<file path="src/rtl/down_counter_timer_pkg.sv">
// ============================================================================
//  Module   : down_counter_timer_pkg
//  Purpose  : Shared definitions for the down-counter/timer and the sibling
//             register/counter blocks: controller state encoding and the
//             default datapath width.
//  Contents : state_t  - IDLE / RUN / DONE controller states
//             DCT_WIDTH - default counter/load width (7 bits)
//  Revision : 1.0 - initial release
// ============================================================================
`default_nettype none

package down_counter_timer_pkg;

  localparam int DCT_WIDTH = 7;

  typedef enum logic [1:0] {
    ST_IDLE = 2'd0,
    ST_RUN  = 2'd1,
    ST_DONE = 2'd2
  } state_t;

endpackage : down_counter_timer_pkg

`default_nettype wire

</file>
<file path="src/rtl/down_counter_timer_reg.sv">
// ============================================================================
//  Module   : down_counter_timer_reg
//  Purpose  : WIDTH-bit enable register with asynchronous active-low clear.
//             Loads i_d on a rising clk edge when i_en is high, else holds.
//  Ports    : clk    - rising-edge clock
//             rst_n  - asynchronous active-low clear (output goes to 0)
//             i_en   - load enable
//             i_d    - next value
//             o_q    - registered value
//  Revision : 1.0 - initial release
// ============================================================================
`default_nettype none

module down_counter_timer_reg
  import down_counter_timer_pkg::*;
#(
  parameter int WIDTH = DCT_WIDTH
) (
  input  logic             clk,
  input  logic             rst_n,
  input  logic             i_en,
  input  logic [WIDTH-1:0] i_d,
  output logic [WIDTH-1:0] o_q
);

  logic [WIDTH-1:0] r_q;

  always_ff @(posedge clk or negedge rst_n) begin
    if (!rst_n) begin
      r_q <= '0;
    end else if (i_en) begin
      r_q <= i_d;
    end
  end

  assign o_q = r_q;

endmodule : down_counter_timer_reg

`default_nettype wire

</file>
<file path="src/rtl/down_counter_timer.sv">
// ============================================================================
//  Module   : down_counter_timer
//  Purpose  : Loadable down-counter/timer. Accepts a start value over a
//             valid/ready handshake, decrements once per enabled clock,
//             pulses done for one cycle on reaching zero and can optionally
//             reload the last accepted value and keep running.
//  Params   : WIDTH     - counter and load width in bits
//             RELOAD_EN - 1: auto-reload the last accepted value at zero
//  Ports    : clk        - rising-edge clock
//             reset_n    - asynchronous active-low reset
//             en         - count enable
//             load_valid - load request
//             load_data  - start value
//             load_ready - high in IDLE (load can be accepted)
//             abort      - cancel the current run
//             q          - current count (registered)
//             busy       - high in RUN
//             done       - one-cycle pulse in DONE
//  Revision : 1.0 - initial release
// ============================================================================
`default_nettype none

module down_counter_timer
  import down_counter_timer_pkg::*;
#(
  parameter int WIDTH     = DCT_WIDTH,
  parameter int RELOAD_EN = 0
) (
  input  logic             clk,
  input  logic             reset_n,
  input  logic             en,
  input  logic             load_valid,
  input  logic [WIDTH-1:0] load_data,
  output logic             load_ready,
  input  logic             abort,
  output logic [WIDTH-1:0] q,
  output logic             busy,
  output logic             done
);

  localparam logic [WIDTH-1:0] c_ZERO = '0;
  localparam logic [WIDTH-1:0] c_ONE  = WIDTH'(1);

  state_t           r_state;
  state_t           w_state_nxt;
  logic             w_q_en;
  logic [WIDTH-1:0] w_q_d;
  logic             w_rl_en;
  logic [WIDTH-1:0] w_q;
  logic [WIDTH-1:0] w_reload;

  // --------------------------------------------------------------------------
  // State register
  // --------------------------------------------------------------------------
  always_ff @(posedge clk or negedge reset_n) begin
    if (!reset_n) begin
      r_state <= ST_IDLE;
    end else begin
      r_state <= w_state_nxt;
    end
  end

  // --------------------------------------------------------------------------
  // Next-state and datapath mux
  // --------------------------------------------------------------------------
  always_comb begin
    w_state_nxt = r_state;
    w_q_en      = 1'b0;
    w_q_d       = w_q;
    w_rl_en     = 1'b0;

    case (r_state)
      ST_IDLE: begin
        if (load_valid) begin
          w_q_en      = 1'b1;
          w_q_d       = load_data;
          w_rl_en     = 1'b1;
          // A zero load has nothing to count; report completion at once.
          w_state_nxt = (load_data != c_ZERO) ? ST_RUN : ST_DONE;
        end
      end

      ST_RUN: begin
        if (abort) begin
          w_q_en      = 1'b1;
          w_q_d       = c_ZERO;
          w_state_nxt = ST_IDLE;
        end else if (en) begin
          w_q_en = 1'b1;
          // Treat q<=1 as the terminal step so the count can never wrap.
          if (w_q <= c_ONE) begin
            w_q_d       = c_ZERO;
            w_state_nxt = ST_DONE;
          end else begin
            w_q_d = w_q - c_ONE;
          end
        end
      end

      ST_DONE: begin
        if ((RELOAD_EN != 0) && (w_reload != c_ZERO)) begin
          w_q_en      = 1'b1;
          w_q_d       = w_reload;
          w_state_nxt = ST_RUN;
        end else begin
          w_state_nxt = ST_IDLE;
        end
      end

      default: begin
        w_q_en      = 1'b1;
        w_q_d       = c_ZERO;
        w_state_nxt = ST_IDLE;
      end
    endcase
  end

  // --------------------------------------------------------------------------
  // Count and reload registers
  // --------------------------------------------------------------------------
  down_counter_timer_reg #(
    .WIDTH (WIDTH)
  ) u_q_reg (
    .clk   (clk),
    .rst_n (reset_n),
    .i_en  (w_q_en),
    .i_d   (w_q_d),
    .o_q   (w_q)
  );

  down_counter_timer_reg #(
    .WIDTH (WIDTH)
  ) u_reload_reg (
    .clk   (clk),
    .rst_n (reset_n),
    .i_en  (w_rl_en),
    .i_d   (load_data),
    .o_q   (w_reload)
  );

  // --------------------------------------------------------------------------
  // Outputs: pure decodes of registered state
  // --------------------------------------------------------------------------
  assign q          = w_q;
  assign load_ready = (r_state == ST_IDLE);
  assign busy       = (r_state == ST_RUN);
  assign done       = (r_state == ST_DONE);

endmodule : down_counter_timer

`default_nettype wire

</file>
<file path="config.mk">
export PLATFORM = sky130hd
export DESIGN_NAME = down_counter_timer
export DESIGN_NICKNAME = d
export VERILOG_FILES = /design/src/rtl/down_counter_timer_pkg.sv /design/src/rtl/down_counter_timer_reg.sv /design/src/rtl/down_counter_timer.sv
export SDC_FILE = /design/constraint.sdc
export NUM_CORES = 1
export LEC_CHECK = 0
export BUFFER_PORTS_ARGS = -buffer_cell sky130_fd_sc_hd__buf_4
export CELL_PAD_IN_SITES_DETAIL_PLACEMENT = 1
export CELL_PAD_IN_SITES_GLOBAL_PLACEMENT = 1
export CORE_MARGIN = 3
export CORE_UTILIZATION = 32
export DETAILED_ROUTE_END_ITERATION = 8
export PLACE_DENSITY_LB_ADDON = 0.1
export SLEW_MARGIN = 20
export SYNTH_ARGS = -nofsm -noshare
export SYNTH_HDL_FRONTEND = slang
export SYNTH_SLANG_ARGS = --single-unit
</file>
<file path="constraint.sdc">
create_clock -name clk -period 1.36 [get_ports clk]
set_clock_uncertainty 0.1 [all_clocks]
set_input_delay 0.136 -clock clk [delete_from_list [all_inputs] [get_ports clk]]
set_output_delay 0.136 -clock clk [all_outputs]
set_load 0.005 [all_outputs]
</file>
==> reports/results.tsv <==
stage	metric	value	unit
run_status	status	finished with violations	
run_status	failing checks	negative setup slack	
floorplan	I/O pins	22	
routing	met3 wire length	107	um
global_routing	number of antenna violations at the first check in global routing	0	
routing	DRT Pass-1 Iters	3	
placed_design	placed insts	147	
yosys	syn_nets	90	
pwr	Lkg Pwr	0.000553	uW
clock_tree	clk sinks	9	
yosys	Post-Synth Adder-Cell Area	0.0362	
job	Max Cap Viol	0	
global_routing	largest net degree at the start of global routing	10	
placed_design	routability cong.	0.862	
timing	RSZ-0062 raised after global routing	yes	
worst_setup_path	type of origin of the critical path	register	
yosys	register area share after synthesis	0.325	
clock_tree	CTS tree	yes	
floorplan	Std-Cell Rows	16	
floorplan	die footprint	2760	um^2
timing	Fmax	660	MHz
yosys	Synth warnings	0	
clock_tree	clock tree root buffer cell	clkbuf_4	
worst_setup_path	Worst EP arrival	1.61	ns
layout	Post-Layout Cell Count	157	
yosys	simple-gate share of the synthesized area	0.280	
timing	Worst slew margin	0.837	
hold_path	worst min path class	input port to register	
yosys	FF+latch count, synth	9	
floorplan	Die X	52.5	um
worst_setup_path	peak fanout along the critical path	5	
routing	DRC	0	
worst_setup_path	critical-path cell list	or3b_4 -> a31oi_4 -> nand2_2 -> o211ai_2	
yosys	Cell Area, Synth	692	um^2
yosys	Yosys top cell by area	dfrtp_1	
routing	DR WL/cell	16.3	um
worst_setup_path	CP max-delay cell	or3b_4	
timing	final setup margin	-0.155	ns
yosys	Post-synth ARST share	1.00	
yosys	largest family of logic cells by synthesized area	compound AO/OA/AOI/OAI gates	
layout	ANT cells	0	
yosys	syn_area_per_cell	9.10	um^2
layout	Layout Nets	145	
global_routing	first-pass GRT wire length	4430	um
routing	final wirelength	2550	um
routing	Antenna Nets Post-Route	0	
clock_tree	H-tree levels	1	
yosys	post-synthesis mux area share	0	
worst_setup_path	CP max stage delay	0.43	ns
yosys	xor/xnor share of the synthesized area	0	
timing	Slew Limit Fails	0	
worst_setup_path	dominant delay contributor by cell family on the critical path	simple AND/OR/NAND/NOR gates	
floorplan	die height	52.5	um
global_routing	total gr overflow	0	
global_routing	vias in the first global route	904	
timing	final hold slack	0.0384	ns
placed_design	Detail Placement HPWL	1980	um
yosys	share of the synthesized area in the top cell type	0.325	
worst_setup_path	crit end category	register	
yosys	Cell variety after synth	37	
pwr	Pwr Density	2240	nW/um^2
timing	Tcrit/Tclk final	1.11	
timing	endpoints failing hold	0	
yosys	ranking of synthesized cells by area	dfrtp_1 (33%), a32oi_1 (5.1%), inv_1 (3.8%), ha_1 (3.6%), nand2_1 (3.3%)	
layout	final design utilization	0.600	
yosys	complex-gate fraction of the synthesized area	0.289	
timing	Final setup viols	10	
worst_setup_path	required time of the worst setup path	1.45	ns
clock_tree	Worst-Skew Late Latency	0.27	ns
worst_setup_path	Critical path buffers and inverters	0	
layout	layout cell share with drive strength beyond 1	0.585	
clock_tree	CTS buffer count	3	
timing	worst-margin pin slew	0.243	ns
yosys	Primary FF master, synth	dfrtp_1	
floorplan	Core Region	2000	um^2
pwr	Worst VDD drop	1.13	mV
floorplan	initial core utilization	0.346	
routing	uppermost layer routed	met4	
routing	Met1 Wirelength	1150	um
yosys	gate count after technology mapping	76	
global_routing	GRT Util Overall	0.221	
timing	crit path time final	1.51	ns
routing	DR vias	804	
yosys	Post-synth EDFFs	0	
layout	Layout area overhead	73.6	%
pwr	Overall Power	2690	uW
worst_setup_path	Setup CP Type	register to register	
clock_tree	Clk pin slew, worst setup/hold paths	0.07	ns
clock_tree	clock buffer depth	2	
routing	DR vias/cell	5.12	
placed_design	I/O Buffers	21	
routing	routed wl met2	1280	um
routing	initial drt markers	3	
## metal layers
metal,vias up,track usage
li1,399,-
met1,383,0.296
met2,20,0.368
met3,2,0.0427
met4,0,0.0426
met5,-,0
## sequential cells by signal (all words and copies together) (netlist names)
name and count:
r_state 2, u_q_reg.o_q 7
## worst register-to-register path: stages, from the launching register on
cell	delay (ns)
dfrtp_1	0.42
or3b_4	0.43
a31oi_4	0.23
nand2_2	0.11
o211ai_2	0.15
## area by class of cell
type	instances	area [um^2]
fillers	243	801
clock buffers	4	26.3
inverters	7	26.3
well taps	27	33.8
multi-input cells	57	475
flip-flops and latches	9	228
repair buffers	53	412
## Yosys cell counts (2+ instances only)
cell / n
a31oi_1: 2
nor2_1: 6
buf_2: 2
dfrtp_1: 9
inv_1: 7
a32oi_1: 4
o22ai_1: 2
a21oi_1: 3
nand2_1: 6
nand3_1: 4
nor3_1: 2
ha_1: 2
o211ai_1: 2
o311ai_0: 2
## power breakdown
group	switching [uW]	leakage, uW	internal [uW]
Combinational	902	0.000426	1060
Clock	113	0.0000150	114
Sequential	109	0.000112	387
Total	1120	0.000553	1560
## timing repair
action | in CTS | in global routing
pin swaps | 7 | 4
endpoints found under the hold margin | 9 | 0
gates resized for setup | 9 | 9
setup buffers | 5 | 0
setup endpoints to repair | 11 | 11
hold buffers | 1 | 0
## cells in the final DEF, fill, tap and decap left out, types with 2 or more instances in the layout
| master | netlist | routed |
|---|---|---|
| nand3_1 | 4 | 3 |
| o211ai_1 | 2 | 2 |
| o22ai_1 | 2 | 2 |
| buf_6 | 1 | 3 |
| nor3_1 | 2 | 2 |
| a21oi_1 | 3 | 3 |
| a31oi_1 | 2 | 2 |
| nor2_1 | 6 | 5 |
| inv_1 | 7 | 6 |
| nand2_1 | 6 | 5 |
| nor2_4 | 0 | 2 |
| dfrtp_2 | 0 | 2 |
| clkbuf_4 | 0 | 3 |
| o311ai_1 | 0 | 2 |
| buf_4 | 0 | 49 |
| a32oi_1 | 4 | 3 |
| dfrtp_1 | 9 | 7 |
## worst paths after layout
| check | slack, ns | cells after the start | endpoint | startpoint |
|---|---|---|---|---|
| worst max-delay path | -0.15 | 4 | u_q_reg.o_q[0] | r_state[0] |
| min in group asynchronous | 0.13 | 2 | r_state[1] | reset_n |
| worst min register to register | 0.48 | 2 | u_q_reg.o_q[6] | u_q_reg.o_q[6] |
| max in group asynchronous | 0.88 | 2 | u_q_reg.o_q[0] | reset_n |
| worst min-delay path | 0.04 | 3 | u_q_reg.o_q[1] | load_data[1] |
| worst max register to register | -0.15 | 4 | u_q_reg.o_q[0] | r_state[0] |
## cell families after synthesis
kind of cell / after synthesis
buffers and inverters: 10
and+or+nand+nor: 30
adders and majority gates: 2
AOI/OAI and AO/OA: 25
DFF: 9
## metrics by stage
step	instance area [um^2]	setup slack [ns]	TNS, ns
after floorplan	702	-0.123	-0.671
after global placement	1060	-0.183	-1.20
after detailed placement	1060	-0.203	-1.52
after CTS	1170	-0.138	-1.12
after global routing	1200	-0.227	-1.89
final	1200	-0.155	-1.23
Power figures use the tool's default switching activity.
